<file path="src/rtl/phase_measure_pkg.sv">
// phase_measure_pkg
//   Shared constants for the phase_measure_multi peripheral: Avalon word
//   offsets of the register file, CTRL/STATUS bit positions and the
//   measurement FSM state encoding.
package phase_measure_pkg;

  // Register word offsets. PHASE_SUM[k] lives at REG_PHASE_BASE + k, k >= 1,
  // so PHASE_SUM[1] directly follows PERIOD_SUM.
  localparam int REG_CTRL       = 0;
  localparam int REG_STATUS     = 1;
  localparam int REG_PERIOD     = 2;
  localparam int REG_PHASE_BASE = 2;

  // CTRL bits (START and ABORT are strobes, IRQ_EN is held)
  localparam int CTRL_START  = 0;
  localparam int CTRL_IRQ_EN = 1;
  localparam int CTRL_ABORT  = 2;

  // STATUS bits. MISS[k] sits at STAT_MISS_BASE + k - 1.
  localparam int STAT_BUSY      = 0;
  localparam int STAT_DONE      = 1;
  localparam int STAT_TIMEOUT   = 2;
  localparam int STAT_OVF       = 3;
  localparam int STAT_MISS_BASE = 8;

  typedef enum logic [1:0] {
    ST_IDLE = 2'd0,
    ST_ARM  = 2'd1,
    ST_MEAS = 2'd2
  } state_t;

endpackage

</file>
<file path="src/rtl/phase_measure_multi_edge_sync.sv">
// edge_sync
//   SYNC_STAGES-flop synchroniser followed by a rising-edge detector.
//   Latency from an input rise to the pulse is SYNC_STAGES+1 clocks and is
//   the same for every instance, so relative timing between channels is kept.
// Ports:
//   clk    - sampling clock
//   rst_n  - asynchronous active-low reset
//   d      - asynchronous input
//   pulse  - one-cycle pulse, registered, the cycle after the synchronised
//            level rises
module edge_sync #(
  parameter int SYNC_STAGES = 2
) (
  input  logic clk,
  input  logic rst_n,
  input  logic d,
  output logic pulse
);

  logic [SYNC_STAGES-1:0] sync_q;
  logic                   level_q;

  always_ff @(posedge clk or negedge rst_n) begin
    if (!rst_n) begin
      sync_q  <= '0;
      level_q <= 1'b0;
      pulse   <= 1'b0;
    end else begin
      sync_q  <= {sync_q[SYNC_STAGES-2:0], d};
      level_q <= sync_q[SYNC_STAGES-1];
      pulse   <= sync_q[SYNC_STAGES-1] & ~level_q;
    end
  end

endmodule

</file>
<file path="src/rtl/phase_measure_multi.sv">
// phase_measure_multi
//   Multi-channel period and phase-difference meter with an Avalon-MM slave.
//   Channel 0 of coe_S_in is the reference. After START the block waits for a
//   reference edge, then over 2^AVG_LOG2 reference periods sums the period
//   length and, per channel k, the delay from each reference edge to the
//   first channel-k edge of that period.
//
//   Avalon handshake: single-cycle slave with zero wait states. A write takes
//   effect on the clock edge that samples chipselect&write; read data is a
//   combinational function of the address while chipselect&read is high, and
//   reads have no side effects.
//
// Ports:
//   csi_clk, csi_reset_n        - clock, asynchronous active-low reset
//   avs_chipselect/address/read/write/writedata/readdata - register slave
//   coe_S_in[CH-1:0]            - asynchronous inputs, bit 0 = reference
//   ins_irq                     - level interrupt IRQ_EN & (DONE | TIMEOUT)
//   dbg_state                   - current FSM state (phase_measure_pkg::state_t)
module phase_measure_multi
  import phase_measure_pkg::*;
#(
  parameter int CH          = 3,
  parameter int CNT_W       = 32,
  parameter int AVG_LOG2    = 0,
  parameter int SYNC_STAGES = 2,
  parameter int TIMEOUT     = 50_000_000
) (
  input  logic                      csi_clk,
  input  logic                      csi_reset_n,
  input  logic                      avs_chipselect,
  input  logic [$clog2(CH+2)-1:0]   avs_address,
  input  logic                      avs_read,
  input  logic                      avs_write,
  input  logic [31:0]               avs_writedata,
  output logic [31:0]               avs_readdata,
  input  logic [CH-1:0]             coe_S_in,
  output logic                      ins_irq,
  output logic [1:0]                dbg_state
);

  localparam int AW    = $clog2(CH+2);
  localparam int TO_W  = $clog2(TIMEOUT+1);
  localparam int IDX_W = AVG_LOG2 + 1;
  localparam logic [CNT_W-1:0] CNT_MAX  = {CNT_W{1'b1}};
  localparam logic [TO_W-1:0]  TO_LAST  = TO_W'(TIMEOUT - 1);
  localparam logic [IDX_W-1:0] LAST_IDX = IDX_W'((1 << AVG_LOG2) - 1);

  state_t                      state;
  logic                        irq_en;
  logic                        done;
  logic                        timeout_f;
  logic                        ovf;
  logic [CH-1:1]               miss;
  logic [CH-1:1]               seen;
  logic [CNT_W-1:0]            period_acc;
  logic [CH-1:1][CNT_W-1:0]    phase_acc;
  logic [CNT_W-1:0]            period_sum;
  logic [CH-1:1][CNT_W-1:0]    phase_sum;
  logic [IDX_W-1:0]            period_idx;
  logic [TO_W-1:0]             to_cnt;

  logic [CH-1:0]               pulse;
  logic                        ref_pulse;
  logic [CH-1:1]               ch_pulse;

  // ---------------------------------------------------------------------
  // Input synchronisers and edge detectors
  // ---------------------------------------------------------------------
  genvar g;
  generate
    for (g = 0; g < CH; g++) begin : g_sync
      edge_sync #(.SYNC_STAGES(SYNC_STAGES)) u_sync (
        .clk   (csi_clk),
        .rst_n (csi_reset_n),
        .d     (coe_S_in[g]),
        .pulse (pulse[g])
      );
    end
  endgenerate

  assign ref_pulse = pulse[0];
  assign ch_pulse  = pulse[CH-1:1];

  // ---------------------------------------------------------------------
  // Bus write decode
  // ---------------------------------------------------------------------
  logic wr_en;
  logic ctrl_wr;
  logic status_wr;
  logic start_req;
  logic abort_req;
  logic unused_wdata;

  assign wr_en     = avs_chipselect & avs_write;
  assign ctrl_wr   = wr_en && (avs_address == AW'(REG_CTRL));
  assign status_wr = wr_en && (avs_address == AW'(REG_STATUS));
  assign start_req = ctrl_wr & avs_writedata[CTRL_START];
  assign abort_req = ctrl_wr & avs_writedata[CTRL_ABORT];
  assign unused_wdata = ^avs_writedata[31:4];

  // ---------------------------------------------------------------------
  // Next accumulator values for the current cycle.
  // A reference-edge cycle already belongs to the new period, so on such a
  // cycle every channel counts unless its own edge arrives together with
  // the reference (phase 0). Inside a period a channel counts until its
  // first edge.
  // ---------------------------------------------------------------------
  function automatic logic [CNT_W-1:0] sat_inc(input logic [CNT_W-1:0] v);
    return (v == CNT_MAX) ? v : v + CNT_W'(1);
  endfunction

  logic [CNT_W-1:0]         period_nxt;
  logic [CH-1:1][CNT_W-1:0] phase_nxt;
  logic [CH-1:1]            phase_inc;
  logic                     ovf_hit;

  always_comb begin
    period_nxt = sat_inc(period_acc);
    ovf_hit    = (period_nxt == CNT_MAX);
    phase_nxt  = phase_acc;
    phase_inc  = '0;
    for (int k = 1; k < CH; k++) begin
      phase_inc[k] = ~ch_pulse[k] & (ref_pulse | ~seen[k]);
      if (phase_inc[k]) begin
        phase_nxt[k] = sat_inc(phase_acc[k]);
        if (phase_nxt[k] == CNT_MAX) ovf_hit = 1'b1;
      end
    end
  end

  // ---------------------------------------------------------------------
  // FSM, accumulators, timeout and flags
  // ---------------------------------------------------------------------
  always_ff @(posedge csi_clk or negedge csi_reset_n) begin
    if (!csi_reset_n) begin
      state      <= ST_IDLE;
      irq_en     <= 1'b0;
      done       <= 1'b0;
      timeout_f  <= 1'b0;
      ovf        <= 1'b0;
      miss       <= '0;
      seen       <= '0;
      period_acc <= '0;
      phase_acc  <= '0;
      period_sum <= '0;
      phase_sum  <= '0;
      period_idx <= '0;
      to_cnt     <= '0;
    end else begin
      if (ctrl_wr) irq_en <= avs_writedata[CTRL_IRQ_EN];

      // Clears first; any hardware set below overrides them in the same cycle.
      if (status_wr) begin
        if (avs_writedata[STAT_DONE])    done      <= 1'b0;
        if (avs_writedata[STAT_TIMEOUT]) timeout_f <= 1'b0;
        if (avs_writedata[STAT_OVF])     ovf       <= 1'b0;
      end

      if (abort_req) begin
        state <= ST_IDLE;
      end else begin
        case (state)
          ST_IDLE: begin
            if (start_req) begin
              state      <= ST_ARM;
              period_acc <= '0;
              phase_acc  <= '0;
              seen       <= '0;
              period_idx <= '0;
              to_cnt     <= '0;
              done       <= 1'b0;
              timeout_f  <= 1'b0;
              ovf        <= 1'b0;
              miss       <= '0;
            end
          end

          ST_ARM: begin
            if (ref_pulse) begin
              state      <= ST_MEAS;
              period_acc <= period_nxt;
              phase_acc  <= phase_nxt;
              seen       <= ch_pulse;
              to_cnt     <= '0;
              if (ovf_hit) ovf <= 1'b1;
            end else if (to_cnt == TO_LAST) begin
              timeout_f <= 1'b1;
              state     <= ST_IDLE;
            end else begin
              to_cnt <= to_cnt + TO_W'(1);
            end
          end

          ST_MEAS: begin
            if (ref_pulse) begin
              // MISS uses seen from before this edge; a coincident channel
              // edge belongs to the new period.
              miss   <= miss | ~seen;
              to_cnt <= '0;
              if (period_idx == LAST_IDX) begin
                period_sum <= period_acc;
                phase_sum  <= phase_acc;
                done       <= 1'b1;
                state      <= ST_IDLE;
              end else begin
                period_idx <= period_idx + IDX_W'(1);
                period_acc <= period_nxt;
                phase_acc  <= phase_nxt;
                seen       <= ch_pulse;
                if (ovf_hit) ovf <= 1'b1;
              end
            end else begin
              period_acc <= period_nxt;
              phase_acc  <= phase_nxt;
              seen       <= seen | ch_pulse;
              if (ovf_hit) ovf <= 1'b1;
              if (to_cnt == TO_LAST) begin
                timeout_f <= 1'b1;
                state     <= ST_IDLE;
              end else begin
                to_cnt <= to_cnt + TO_W'(1);
              end
            end
          end

          default: state <= ST_IDLE;
        endcase
      end
    end
  end

  // ---------------------------------------------------------------------
  // Read mux and outputs
  // ---------------------------------------------------------------------
  logic busy;
  assign busy = (state != ST_IDLE);

  always_comb begin
    avs_readdata = '0;
    if (avs_chipselect && avs_read) begin
      if (avs_address == AW'(REG_CTRL)) begin
        avs_readdata[CTRL_IRQ_EN] = irq_en;
      end else if (avs_address == AW'(REG_STATUS)) begin
        avs_readdata[STAT_BUSY]    = busy;
        avs_readdata[STAT_DONE]    = done;
        avs_readdata[STAT_TIMEOUT] = timeout_f;
        avs_readdata[STAT_OVF]     = ovf;
        for (int k = 1; k < CH; k++) begin
          avs_readdata[STAT_MISS_BASE + k - 1] = miss[k];
        end
      end else if (avs_address == AW'(REG_PERIOD)) begin
        avs_readdata = 32'(period_sum);
      end else begin
        for (int k = 1; k < CH; k++) begin
          if (avs_address == AW'(REG_PHASE_BASE + k)) avs_readdata = 32'(phase_sum[k]);
        end
      end
    end
  end

  assign ins_irq   = irq_en & (done | timeout_f);
  assign dbg_state = state;

endmodule

</file>
<file path="config.mk">
export PLATFORM = sky130hd
export DESIGN_NAME = phase_measure_multi
export DESIGN_NICKNAME = d
export VERILOG_FILES = /design/src/rtl/phase_measure_pkg.sv /design/src/rtl/phase_measure_multi_edge_sync.sv /design/src/rtl/phase_measure_multi.sv
export SDC_FILE = /design/constraint.sdc
export NUM_CORES = 1
export LEC_CHECK = 0
export ABC_AREA = 1
export CAP_MARGIN = 25
export CORE_UTILIZATION = 55
export CTS_CLUSTER_SIZE = 10
export DETAILED_ROUTE_END_ITERATION = 7
export GPL_TIMING_DRIVEN = 0
export PLACE_DENSITY_LB_ADDON = 0.15
export SYNTH_ARGS = -nofsm -noshare
export SYNTH_HDL_FRONTEND = slang
export SYNTH_SLANG_ARGS = --single-unit
</file>
<file path="constraint.sdc">
create_clock -name csi_clk -period 2.3 [get_ports csi_clk]
set_input_delay 0.23 -clock csi_clk [delete_from_list [all_inputs] [get_ports csi_clk]]
set_output_delay 0.23 -clock csi_clk [all_outputs]
set_load 0.05 [all_outputs]
</file>
==> results of run 1 <==
-- synth_stat cells, drive strengths merged --
master	instances	share of area [%]
nand2	657	18
nor2	265	8.1
dfrtp	240	43
o21ai	210	7.6
inv	181	4.9
nand3	165	6.0
clkbuf	47	1.3
xor2	36	2.3
a21oi	32	1.2
a31oi	26	1.2
buf	26	1.1
o22ai	18	0.81
nand4	14	0.63
a211oi	11	0.60
ha	8	0.72
nor3	7	0.25
a32o	6	0.43
nor4	4	0.29
o31ai	3	0.16
or2	3	0.14
a21boi	2	0.11
and2	2	0.090
clkinv	2	0.054
o21a	2	0.11
a21o	1	0.054
a22oi	1	0.054
a2bb2oi	1	0.063
nand3b	1	0.054
nor3b	1	0.054
o2111ai	1	0.063
o32ai	1	0.063
xnor2	1	0.063
-- timing repair --
| item | in CTS | in global routing |
|---|---|---|
| endpoints found under the setup margin | 134 | 119 |
| hold endpoints to repair | 149 | 0 |
| setup buffers | 15 | 12 |
| resized for setup | 249 | 52 |
| pin swaps | 10 | 4 |
| hold buffers | 1 | 0 |
-- where the power goes --
part	internal (W)	switching (W)	leakage, nW
Combinational	0.00132	0.00317	3.20
Sequential	0.00494	0.000648	3.27
Clock	0.00234	0.00171	0.386
Total	0.00859	0.00553	6.86
-- worst paths after layout --
check                                             endpoint  slack, ns  depth (start not counted)
worst min-delay path            g_sync[0].u_sync.sync_q[0]       0.13                          1
worst min register to register  g_sync[1].u_sync.sync_q[1]       0.35                          0
max in group asynchronous                    period_acc[0]       1.28                          3
min in group asynchronous                    phase_acc[53]       0.14                          2
worst max-delay path                                   ovf       -0.1                         16
worst max register to register                         ovf       -0.1                         16
-- cells by family (layout without fill, tap and decap cells) --
kind of cell / Yosys count / count (layout) / share of synthesized area, %
and+or+nand+nor: 1119 / 1119 / 33.8
DFF: 240 / 240 / 43.3
AOI/OAI and AO/OA: 315 / 315 / 12.5
adders and majority gates: 8 / 8 / 0.722
xor gates and xnor gates: 37 / 37 / 2.34
buffers and inverters: 256 / 371 / 7.37
-- cell type report --
class	count	area, µm²
buffer	72	370
clock buffer	38	790
fill	2191	8370
inverter	183	692
multi-input combinational	1479	7200
sequential	240	6010
tap	324	405
timing repair buffer	78	684
-- worst max-delay path, stage by stage, from the launching register on --
cell	delay (ns)
dfrtp_2	0.43
ha_4	0.20
nand2_2	0.10
nor2_4	0.16
nand2_2	0.11
nor2_4	0.14
nand2_4	0.10
buf_4	0.20
nand2_1	0.15
nand2_1	0.08
nor2_2	0.13
nand2_1	0.08
nor2_1	0.11
nand2_1	0.09
nand3_2	0.12
nand2_1	0.07
nand2_1	0.06
-- metrics by stage --
stage	hold slack, ns	setup TNS (ns)	cell area, µm²	cells	utilization, %
global placement	0.334	-2351.50	14900	2347	60.6
CTS	0.111	0	16000	2402	65.0
global route	0.127	-0.713	16200	2414	65.9
finish	0.131	-0.0995	16200	2414	65.9
floorplan	-0.0656	-0.922	14000	1975	-
detailed placement	0.107	-117.17	14900	2349	60.9
-- sequential cells by signal (all words and copies together), names as in the netlist, 2 cells and up --
signal                 count
period_acc                32
miss                       2
phase_acc                 64
period_sum                32
to_cnt                    26
seen                       2
dbg_state                  2
g_sync.u_sync.pulse        3
g_sync.u_sync.sync_q       6
g_sync.u_sync.level_q      3
phase_sum                 64
-- routing by layer --
metal | global-route usage [%] | up-vias | routed length (µm)
met1 | 50.5 | 6660 | 19800
met2 | 56.0 | 716 | 20300
li1 | - | 6595 | -
met5 | 0 | - | 0
met3 | 6.12 | 107 | 4200
met4 | 12.3 | 0 | 1810
==> results.json, run 1 <==
{
  "finalCritPeriodShare_pct": 104,
  "antenna_found_initial": 0,
  "rsz0062_at_grt": "yes",
  "crit_arrival_ns": 2.87,
  "tightest_slew_ns": 0.753,
  "min_period_ns": 2.40,
  "vdd_drop_max_mv": 0.689,
  "ctsLongestPathBuffers": 3,
  "grt.total_usage_pct": 35.8,
  "avgSynthCellArea_um2": 7.02,
  "worst_setup_path_start_kind": "flop",
  "first_pass_iters": 8,
  "place_hpwl_um": 34600,
  "htreeDepth": 1,
  "worstPathRequired_ns": 2.77,
  "hold_viol_final": 0,
  "hp-start": "coe_S_in[0]",
  "io_pins": 78,
  "fin_worst_skew_ns": 0.0104,
  "routedWlPerCell_um": 19.1,
  "die_y_um": 161,
  "vias": 14100,
  "cts_tree": "yes",
  "nets": 2133,
  "critPathMaxFanout": 10,
  "drtIter0Drc": 1570,
  "die-area_mm2": 0.0258,
  "status": "finished, violations left",
  "ys_seq_elements": 240,
  "synth_cells": 1975,
  "grt_first_pass_wirelength_um": 71800,
  "area_growth_syn_to_layout_pct": 16.6,
  "startpoint": "phase_acc[1]",
  "r2r-start": "phase_acc[1]",
  "syn-cell-area_mm2": 0.0139,
  "crit_type": "reg2reg",
  "yosysSeqAreaShare_pct": 43.3,
  "start_util_pct": 56.5,
  "clock_sinks": 240,
  "rows": 57,
  "mostFrequentLayoutCells": "635 x nand2_1, 233 x dfrtp_1, 222 x nor2_1",
  "cts_buffers": 28,
  "max_freq_ghz": 0.417,
  "finalWirelength_um": 46100,
  "failed_checks": "design-rule violations, negative setup slack",
  "hold_class": "in2reg",
  "setup_slack_ns": -0.0995,
  "core_mm2": 0.0245,
  "dp_slack_ns": -1.33,
  "final_common_cell": "nand2_1",
  "clock_latency_ns": 0.54,
  "clkTransAtPathRegs_ns": 0.06,
  "grt_pass1_vias": 13200,
  "cts-root-buf": "clkbuf_16",
  "end_kind": "flop",
  "yosys_warnings": 0,
  "ant_nets": 0,
  "drv_cap": 0,
  "power_leakage_nw": 6.86,
  "drcViolationCount": 2,
  "synth_cell_types": 46,
  "gr-total-overflow": 0,
  "design_power_total_w": 0.0141,
  "place.gp.congestion": 1.02,
  "maxSlewViolCount": 0,
  "relSlewSlack_pct": 49.8,
  "drive_gt1_share_pct": 12.8,
  "antenna_cells": 0,
  "setup_viol": 1,
  "power_density_mw_per_mm2": 874,
  "fp.dieW_um": 161,
  "syn_nets": 2026,
  "routed_via_density": 5.83,
  "grt_max_degree": 110,
  "portBuffers": 48
}
(Power assumes the default switching activity.)
==> run 2: changes to the inputs <==
PLACE_DENSITY = 0.85   (was unset)
PLACE_DENSITY_LB_ADDON = unset   (was 0.15)
==> results.json, run 2 (synthesized netlist as in run 1, its figures left out) <==
{
  "status": "finished, final reports clean",
  "place_hpwl_um": 33700,
  "worstPathRequired_ns": 2.80,
  "place.gp.congestion": 0.996,
  "timing.rr.end": "ovf",
  "area_growth_syn_to_layout_pct": 17.6,
  "utilization_pct": 66.4,
  "die_y_um": 161,
  "antenna_found_initial": 0,
  "cts_tree": "yes",
  "hold_class": "in2reg",
  "hold_viol_final": 0,
  "nets": 2137,
  "grt.total_usage_pct": 35.3,
  "routed_via_density": 5.85,
  "ant_nets": 0,
  "start_util_pct": 56.5,
  "final_common_cell": "nand2_1",
  "fp.dieW_um": 161,
  "clkTransAtPathRegs_ns": 0.06,
  "die-area_mm2": 0.0258,
  "ctsLongestPathBuffers": 3,
  "r2r-start": "phase_acc[1]",
  "crit_type": "reg2reg",
  "htreeDepth": 1,
  "io_pins": 78,
  "power_density_mw_per_mm2": 859,
  "gr-total-overflow": 0,
  "grt_pass1_vias": 13500,
  "grt_max_degree": 125,
  "drcViolationCount": 0,
  "maxSlewViolCount": 0,
  "mostFrequentLayoutCells": "631 x nand2_1, 235 x dfrtp_1, 213 x nor2_1",
  "fin_worst_skew_ns": 0.0113,
  "clock_sinks": 240,
  "timing.setup.tns_ns": 0,
  "cts-root-buf": "clkbuf_16",
  "rows": 57,
  "cp-endpoint": "ovf",
  "grt_first_pass_wirelength_um": 71500,
  "critPathMaxFanout": 10,
  "vdd_drop_max_mv": 0.647,
  "finalCritPeriodShare_pct": 99.9,
  "min_period_ns": 2.30,
  "startpoint": "phase_acc[1]",
  "max_freq_ghz": 0.435,
  "relSlewSlack_pct": 39.4,
  "drive_gt1_share_pct": 14.2,
  "hp-start": "coe_S_in[2]",
  "clock_latency_ns": 0.55,
  "cts_buffers": 29,
  "vias": 14200,
  "drtIter0Drc": 1613,
  "power_leakage_nw": 6.92,
  "portBuffers": 48,
  "routedWlPerCell_um": 18.8,
  "first_pass_iters": 7,
  "rrSetupSlack_ns": 0.001,
  "tightest_slew_ns": 0.908,
  "r2r_cells": 16,
  "worst_setup_path_start_kind": "flop",
  "drv_cap": 0,
  "setup_viol": 0,
  "finalWirelength_um": 45600,
  "end_kind": "flop",
  "crit_arrival_ns": 2.79,
  "rsz0062_at_grt": "yes",
  "core_mm2": 0.0245,
  "top_regs": "phase_acc (64), phase_sum (64)"
}
[run 2: cell types whose count changed in the layout (fill, tap and decap cells not counted), sizes merged]
cell,delta
clkdlybuf4s15,-3
inv,+3
clkinv,+2
diode,+1
clkinvlp,-1
buf,+2
clkbuf,+2
dlymetal6s2s,+1
[run 2: power by group]
group          total (W)  internal [W]  switching [W]
combinational    0.00444       0.00124        0.00320
clock            0.00405       0.00230        0.00175
sequential       0.00552       0.00493       0.000583
total             0.0140       0.00847        0.00554
[run 2: critical path, stage by stage (launching register included)]
cell	delay, ns
dfrtp_1	0.39
ha_4	0.16
nand2_2	0.08
nor2_4	0.12
nand2_2	0.11
nor2_4	0.18
nand2_4	0.11
buf_6	0.16
nand2_1	0.10
nand2_1	0.07
nor2_2	0.17
nand3_2	0.13
nor2_4	0.14
nand2_1	0.10
nand3_1	0.12
nand2_1	0.06
nand2_1	0.05
[run 2: metrics by stage]
step / power (W) / worst slack [ns] / hold slack (ns) / instance area, µm² / instances
2_1_floorplan: 0.00802 / -0.264 / -0.0656 / 14000 / 1975
3_3_place_gp: 0.00945 / -10.14 / 0.336 / 14900 / 2347
3_5_place_dp: 0.00956 / -1.08 / 0.335 / 14900 / 2348
4_1_cts: 0.0137 / 0.00330 / 0.110 / 15900 / 2397
5_1_grt: 0.0146 / -0.157 / 0.124 / 16300 / 2420
6_report: 0.0140 / 0.00126 / 0.121 / 16300 / 2421
[run 2: what timing repair did]
item / 4_1_cts / 5_1_grt
buffers inserted: 8 / 23
gates cloned: 0 / 0
setup endpoints to repair: 103 / 127
pin swaps: 5 / 29
endpoints found under the hold margin: 116 / 0
hold buffers: 1 / 0
resized for setup: 266 / 93
[run 2: worst min-delay path by stage]
stage                                            end  slack, ns  cells past startpoint
after floorplan                         dbg_state[0]      -0.07                      0
after global placement    g_sync[0].u_sync.sync_q[1]       0.34                      0
after detailed placement  g_sync[2].u_sync.sync_q[1]       0.33                      0
after CTS                 g_sync[2].u_sync.sync_q[0]       0.11                      1
after global routing      g_sync[2].u_sync.sync_q[0]       0.12                      1
final                     g_sync[2].u_sync.sync_q[0]       0.12                      1
[run 2: cell type report]
class	count	area, µm²
plain buffers	72	415
fillers	2112	8230
well taps	324	405
clock buffers	37	766
diodes	1	2.50
clock inverters	4	27.5
multi-input cells	1479	7290
flip-flops and latches	240	6010
inverters	183	687
repair buffers	81	698
[run 2: metal layers]
| metal | wire (µm) | part of all wire, % | GRT usage (%) | vias to the layer above |
|---|---|---|---|---|
| met3 | 3750 | 8.2 | 5.24 | 145 |
| met5 | 0 | 0 | 0 | - |
| met1 | 18600 | 41 | 47.5 | 6689 |
| met4 | 2390 | 5.2 | 17.3 | 0 |
| li1 | - | - | - | 6606 |
| met2 | 20900 | 46 | 56.0 | 711 |
